==> config.mk <==
export PLATFORM = sky130hd
export DESIGN_NAME = mem_bus_arbiter
export DESIGN_NICKNAME = d
export VERILOG_FILES = /design/src/rtl/mem_bus_arbiter_pkg.sv /design/src/rtl/mem_bus_resp_buf.sv /design/src/rtl/mem_bus_arbiter.sv
export SDC_FILE = /design/constraint.sdc
export NUM_CORES = 1
export LEC_CHECK = 0
export ABC_AREA = 0
export CAP_MARGIN = 5
export CORE_ASPECT_RATIO = 2
export CORE_MARGIN = 3
export CORE_UTILIZATION = 43
export DETAILED_ROUTE_END_ITERATION = 8
export GPL_TIMING_DRIVEN = 0
export PLACE_DENSITY = 0.85
export SYNTH_ARGS = -nofsm -noshare
export SYNTH_HDL_FRONTEND = slang
export SYNTH_SLANG_ARGS = --single-unit
==> constraint.sdc <==
create_clock -name clk -period 4.8 [get_ports clk]
set_clock_uncertainty 0.2 [all_clocks]
set_input_delay 1.2 -clock clk [delete_from_list [all_inputs] [get_ports clk]]
set_output_delay 1.2 -clock clk [all_outputs]
set_load 0.05 [all_outputs]
==> src/rtl/mem_bus_arbiter_pkg.sv <==
// Shared types for the IF/MEM memory bus arbiter: FSM states, bus owner codes
// and a small helper used by the top level.
package mem_bus_arbiter_pkg;

    typedef enum logic [1:0] {
        ST_IDLE    = 2'd0,
        ST_IF_BUS  = 2'd1,
        ST_MEM_BUS = 2'd2
    } arb_state_t;

    typedef enum logic {
        OWN_IF  = 1'b0,
        OWN_MEM = 1'b1
    } owner_t;

    function automatic logic bus_busy(input arb_state_t s);
        return (s == ST_IF_BUS) || (s == ST_MEM_BUS);
    endfunction

endpackage

==> src/rtl/mem_bus_resp_buf.sv <==
// One-entry response buffer: holds a completed bus result until the owning
// stage advances (stall low) or an exception flush discards it.
module mem_bus_resp_buf #(
    parameter int DATA_W = 32
) (
    input  logic              clk,
    input  logic              rst,
    input  logic              fill,
    input  logic [DATA_W-1:0] fill_data,
    input  logic              stall,
    input  logic              flush,
    output logic              vld,
    output logic [DATA_W-1:0] data
);

    // A fill never coincides with flush or consume for the same buffer: the
    // arbiter only issues for an empty buffer and drops results under flush.
    always_ff @(posedge clk) begin
        if (rst) begin
            vld  <= 1'b0;
            data <= '0;
        end else if (fill) begin
            vld  <= 1'b1;
            data <= fill_data;
        end else if (flush || (vld && !stall)) begin
            vld  <= 1'b0;
        end
    end

endmodule

==> src/rtl/mem_bus_arbiter.sv <==
// Shares one Wishbone-style bus between instruction fetch and data access,
// MEM first, with a bus watchdog and per-requester response buffers.
module mem_bus_arbiter
    import mem_bus_arbiter_pkg::*;
#(
    parameter int ADDR_W  = 32,
    parameter int DATA_W  = 32,
    parameter int TIMEOUT = 16
) (
    input  logic                  clk,
    input  logic                  rst,
    input  logic                  if_req,
    input  logic [ADDR_W-1:0]     if_addr,
    output logic [DATA_W-1:0]     if_rdata,
    output logic                  if_ack,
    input  logic                  mem_req,
    input  logic                  mem_we,
    input  logic [DATA_W/8-1:0]   mem_sel,
    input  logic [ADDR_W-1:0]     mem_addr,
    input  logic [DATA_W-1:0]     mem_wdata,
    output logic [DATA_W-1:0]     mem_rdata,
    output logic                  mem_ack,
    input  logic                  if_stall,
    input  logic                  mem_stall,
    input  logic                  flush,
    output logic                  stallreq_from_if,
    output logic                  stallreq_from_mem,
    output logic                  bus_cyc,
    output logic                  bus_stb,
    output logic                  bus_we,
    output logic [DATA_W/8-1:0]   bus_sel,
    output logic [ADDR_W-1:0]     bus_addr,
    output logic [DATA_W-1:0]     bus_wdata,
    input  logic [DATA_W-1:0]     bus_rdata,
    input  logic                  bus_ack,
    output logic                  timeout
);

    localparam int WDOG_W = $clog2(TIMEOUT + 1);
    localparam logic [WDOG_W-1:0] WDOG_LAST = WDOG_W'(TIMEOUT - 1);

    arb_state_t        state, state_nxt;
    owner_t            owner;
    logic [WDOG_W-1:0] wdog;
    logic              discard_q;
    logic              owner_req, discard_now;
    logic              issue_mem, issue_if, bus_done, bus_to, end_cycle;
    logic              fill_if, fill_mem;
    logic [DATA_W-1:0] fill_data;

    assign stallreq_from_if  = if_req  & ~if_ack  & ~flush;
    assign stallreq_from_mem = mem_req & ~mem_ack & ~flush;

    always_ff @(posedge clk) begin
        if (rst) state <= ST_IDLE;
        else     state <= state_nxt;
    end

    always_comb begin
        state_nxt = state;
        issue_mem = 1'b0;
        issue_if  = 1'b0;
        bus_done  = 1'b0;
        bus_to    = 1'b0;
        case (state)
            ST_IDLE: begin
                if (mem_req && !mem_ack) begin
                    state_nxt = ST_MEM_BUS;
                    issue_mem = 1'b1;
                end else if (if_req && !if_ack) begin
                    state_nxt = ST_IF_BUS;
                    issue_if  = 1'b1;
                end
            end
            ST_IF_BUS, ST_MEM_BUS: begin
                if (bus_ack) begin
                    state_nxt = ST_IDLE;
                    bus_done  = 1'b1;
                end else if (wdog == WDOG_LAST) begin
                    state_nxt = ST_IDLE;
                    bus_to    = 1'b1;
                end
            end
            default: state_nxt = ST_IDLE;
        endcase
    end

    // A result is dropped if the owner was flushed or withdrew its request at
    // any point during the cycle, including the completing cycle itself.
    assign owner_req   = (owner == OWN_MEM) ? mem_req : if_req;
    assign discard_now = discard_q | flush | ~owner_req;
    assign end_cycle   = bus_done | bus_to;
    assign fill_if     = end_cycle & ~discard_now & (owner == OWN_IF);
    assign fill_mem    = end_cycle & ~discard_now & (owner == OWN_MEM);
    assign fill_data   = (bus_to || bus_we) ? '0 : bus_rdata;

    always_ff @(posedge clk) begin
        if (rst) begin
            bus_cyc   <= 1'b0;
            bus_stb   <= 1'b0;
            bus_we    <= 1'b0;
            bus_sel   <= '0;
            bus_addr  <= '0;
            bus_wdata <= '0;
            owner     <= OWN_IF;
            wdog      <= '0;
            discard_q <= 1'b0;
            timeout   <= 1'b0;
        end else begin
            timeout <= bus_to;
            if (issue_mem || issue_if) begin
                bus_cyc   <= 1'b1;
                bus_stb   <= 1'b1;
                owner     <= issue_mem ? OWN_MEM : OWN_IF;
                bus_we    <= issue_mem & mem_we;
                bus_sel   <= issue_mem ? mem_sel : '1;
                bus_addr  <= issue_mem ? mem_addr : if_addr;
                bus_wdata <= issue_mem ? mem_wdata : '0;
                wdog      <= '0;
                discard_q <= 1'b0;
            end else if (end_cycle) begin
                bus_cyc   <= 1'b0;
                bus_stb   <= 1'b0;
                wdog      <= '0;
                discard_q <= 1'b0;
            end else if (bus_busy(state)) begin
                wdog <= wdog + 1'b1;
                if (flush || !owner_req) discard_q <= 1'b1;
            end
        end
    end

    mem_bus_resp_buf #(.DATA_W(DATA_W)) u_if_buf (
        .clk       (clk),
        .rst       (rst),
        .fill      (fill_if),
        .fill_data (fill_data),
        .stall     (if_stall),
        .flush     (flush),
        .vld       (if_ack),
        .data      (if_rdata)
    );

    mem_bus_resp_buf #(.DATA_W(DATA_W)) u_mem_buf (
        .clk       (clk),
        .rst       (rst),
        .fill      (fill_mem),
        .fill_data (fill_data),
        .stall     (mem_stall),
        .flush     (flush),
        .vld       (mem_ack),
        .data      (mem_rdata)
    );

endmodule

# Yosys cells after proc, flatten, opt, wreduce, memory -nomap -nowiden
# Index checks and enable logic that the tools add are counted.
# op_classes
addsub	1
eq_ne	5
mux	27
bitwise_logic	17
reduce_logical	23
# ops
op	n
$mux 32	3
$mux 1	18
$and 1x1->1	8
$mux 2	4
$logic_or 1x1->1	6
$ne 3x3->1 const B	2
$not 1->1	6
$reduce_bool 2->1	3
$add 5x1->5 const B	1
$eq 5x4->1 const B	1
$logic_not 1->1	5
$logic_and 1x1->1	4
$mux 4	1
$pmux 2 s2	1
$reduce_and 2->1	2
$or 1x1->1	3
$reduce_or 3->1	1
$eq 2x1->1 const B	1
$eq 2x2->1 const B	1
$logic_not 2->1	1
$reduce_or 2->1	1
# word_totals
register_bits	146
input_bits	141
output_inout_bits	140
wordCells	87

# Longest topological paths before layout
# logic_depth
ltp_word	8
mapped_depth	8

# Hierarchy
# A second synthesis with hierarchy kept.
# hier_totals
cells_unflattened	516
hier_area_um2	5800.6
# by_module_without_submodules
mod	instances	cells_each	area_per_inst_um2	seq_area_each_um2
mem_bus_arbiter	1	300	3388.2	1601.5
mem_bus_resp_buf	2	108	1206.2	660.6

# Worst setup path before layout
# OpenSTA, ideal clock, no wires.
# synth_timing
path_type	input port to output port
startpoint	input port if_req
endpoint	output port stallreq_from_if
arrival_time_ps	1966
required_time_ps	3400
path_slack_ps	1434
path_stages	2
n_path_buf	0
cell_sequence	nand2b_1 nor2_1
# synth_between
elab_chain_cells	2
# synth_rtl
element	line_no	rtl
start: declaration	mem_bus_arbiter.sv:12	input logic if_req,
$and 1x1->1 (2 in a row)	mem_bus_arbiter.sv:51	assign stallreq_from_if = if_req & ~if_ack & ~flush;
end: declaration	mem_bus_arbiter.sv:26	output logic stallreq_from_if,
# No other way between the ends.

# Final worst setup path
# layout_timing
startpoint	input port mem_req
endpoint	output port stallreq_from_mem
# layout_between
elab_chain_cells	2
# layout_rtl
element	line_no	rtl
start: declaration	mem_bus_arbiter.sv:16	input logic mem_req,
$and 1x1->1 (2 in a row)	mem_bus_arbiter.sv:52	assign stallreq_from_mem = mem_req & ~mem_ack & ~flush;
end: declaration	mem_bus_arbiter.sv:27	output logic stallreq_from_mem,
# No other way between the ends.

==> results.txt <==
most area-consuming cells after synthesis: sky130_fd_sc_hd__dfxtp_1, sky130_fd_sc_hd__mux2i_1, sky130_fd_sc_hd__nand2_1, sky130_fd_sc_hd__a32o_1, sky130_fd_sc_hd__o22ai_1
max_slew headroom: 62.5%
initial core utilization: 44.4%
Synth Cell Area: 5640 µm²
highest achievable clock rate: 233 MHz
number of failing hold endpoints at the final stage: 0
Register-to-Register Path Depth: 7
final weighted congestion in routability-driven placement: 0.807
max-cap viol count: 0
Die Span X: 87.0 µm
# port buffers: 279
most repeated cell in the gate-level netlist after synthesis: sky130_fd_sc_hd__dfxtp_1
detailed-route DRC error count: 0
Final min period: 4290 ps
transition time of the tightest slew-check pin: 561 ps
Critical Path Source Type: primary input
data required time at the worst endpoint: 3400 ps
dominant delay contributor by cell family on the critical path: buffers and inverters
crit-path max FO: 5
antenna violations before repair: 0
maximum number of pins on one net before global-route repair: 17
ranking of synthesized cells by instance count: sky130_fd_sc_hd__dfxtp_1, sky130_fd_sc_hd__nand2_1, sky130_fd_sc_hd__mux2i_1
root buf cell: sky130_fd_sc_hd__clkbuf_16
final setup violating endpoints: 0
total routing usage reported by global routing: 26.3%
vias: 5,443
H-tree levels: 4
total clock sinks: 146
most common cell type on the critical path: sky130_fd_sc_hd__clkdlybuf4s50_1
total CTS buffers: 17
cell chain of the critical path: clkdlybuf4s50_1, nand2b_1, nor2_1, clkdlybuf4s50_1
share of the synthesized area in the top cell type: 51.9%
delay of the slowest cell on the worst path: 830 ps
Async SR Flop Fraction: 0%
diode count: 0
sequential share of the synthesized area: 51.9%
count of synthesis-stage warnings from yosys: 0
RSZ-0062 raised after global routing: false
count of TritonRoute iterations in the first routing pass: 5
Cells on Worst Hold Path: 2
number of top-level pins: 281
total design power: 3.53 mW
Primary FF master, synth: sky130_fd_sc_hd__dfxtp_1
worst min-delay path class: flip-flop to flip-flop
Mapped Nets: 691
result of the run: finished clean
Starting DRT DRC Count: 174
share of final-layout standard cells stronger than drive strength 1: 8.76%
Data arrival, critical path: 2890 ps
half-perimeter wire length after detailed placement: 15.5 mm
path length in cells of the critical path: 4
Crit-path slowest cell: sky130_fd_sc_hd__clkdlybuf4s50_1
EDFF count, synth: 0
max-slew violations: 0
power density of the placed cells: 383 nW/µm²
total setup buffers inserted after CTS: 0
Nets: 989
cell taking the most area after synthesis: sky130_fd_sc_hd__dfxtp_1
number of hold buffers added after CTS: 0
fin util: 72.7%
clock slew seen by the registers of the worst setup and hold paths: 60 ps
Clock Path Buffers: 2
critical path type: primary input to output port
post-route fraction of the period consumed by the critical path: 89.4%
cell area after layout: 9230 µm²
routed via count divided by cell count: 5.41
remaining global-route overflow: 0
pre-CTS worst setup slack: 513 ps
worst vdd rail ir drop: 0.000317 V
post-route ant nets: 0
synthesized instance count: 547
Floorplan Core Area: 12,700 µm²
leakage power of the design: 3.89 nW
total of cells resized after clock tree synthesis: 0
final worst-path setup slack: 507 ps
placed instance area: 8620 µm²
Area growth, synth to finish: 63.7%
number of buffer and inverter instances along the worst setup path: 2
vertical die dimension: 168 µm
CTS tree: yes
number of synthesized register bits: 146
Worst-Skew Late Latency: 410 ps
setup TNS: 0 ps
number of library cell types mapped by synthesis: 36
CP Capture Type: output port
Avg WL per Cell: 19.7 µm
std cell rows: 58
Total Die Area: 14,600 µm²
WL final: 19.8 mm
first-pass GRT wire length: 29.8 mm
via count of the first global-routing pass: 5,855
synthesized area per cell: 10.3 µm²
layer usage:
layer	routed length, µm	global-route usage (%)
met1	6430	23.1
met3	1500	7.93
met5	0	0
met2	11000	50.8
met4	851	13.6
worst min-delay path, delay by kind of cell (launching register included):
kind | cells | cell delay [ps]
multiplexers | 1 | 50
flip-flops | 1 | 310
AND/OR/NAND/NOR | 1 | 50
report_power, final:
group	internal, mW	total [mW]	switching (mW)
combinational	0.329	0.827	0.497
clock	0.866	1.37	0.503
sequential	1.29	1.34	0.0457
total	2.49	3.53	1.05
stage by stage:
stage	hold WS, ps	cells
after floorplan	234	547
after global placement	245	976
after detailed placement	255	976
after CTS	264	1006
final	260	1006
after global routing	284	1006
area by class of cell:
class	count	area, µm²
Fill cell	913	3470
Sequential cell	146	2920
Timing Repair Buffer	279	2790
Multi-Input combinational cell	348	2430
Clock buffer	17	425
Buffer	47	258
Tap cell	150	188
Clock inverter	13	186
Inverter	6	22.5
registers in the layout, indices dropped and copies added (netlist names), 2 cells and up:
name	count
state	2
bus_sel	4
u_mem_buf.data	32
wdog	5
bus_addr	32
u_if_buf.data	32
bus_wdata	32
worst paths after layout:
path	startpoint	to	slack, ps
setup / recovery	mem_req	stallreq_from_mem	510
hold / removal	u_mem_buf.data[20]	u_mem_buf.data[20]	260
setup reg to reg	wdog[0]	u_if_buf.data[26]	2470
hold reg to reg	u_mem_buf.data[20]	u_mem_buf.data[20]	260
layout by cell type, fill, tap and decap left out, types with 13 or more instances in the layout:
master	n
sky130_fd_sc_hd__clkbuf_1	13
sky130_fd_sc_hd__o22ai_1	32
sky130_fd_sc_hd__clkdlybuf4s50_1	279
sky130_fd_sc_hd__a32o_1	33
sky130_fd_sc_hd__clkbuf_16	17
sky130_fd_sc_hd__buf_2	23
sky130_fd_sc_hd__nand2_1	101
sky130_fd_sc_hd__nand3_1	32
sky130_fd_sc_hd__dfxtp_1	146
sky130_fd_sc_hd__mux2i_1	98
kinds of logic after synthesis:
logic type | after synthesis | share of synthesized area [%]
adder cells (fa/ha/maj) | 3 | 0.666
multiplexers | 98 | 17.4
buffers and inverters | 53 | 4.97
XOR/XNOR | 3 | 0.466
flip-flops | 146 | 51.9
AO/OA/AOI/OAI | 86 | 12.3
AND/OR/NAND/NOR | 158 | 12.4
No activity file was read; power rests on OpenSTA's default activity.
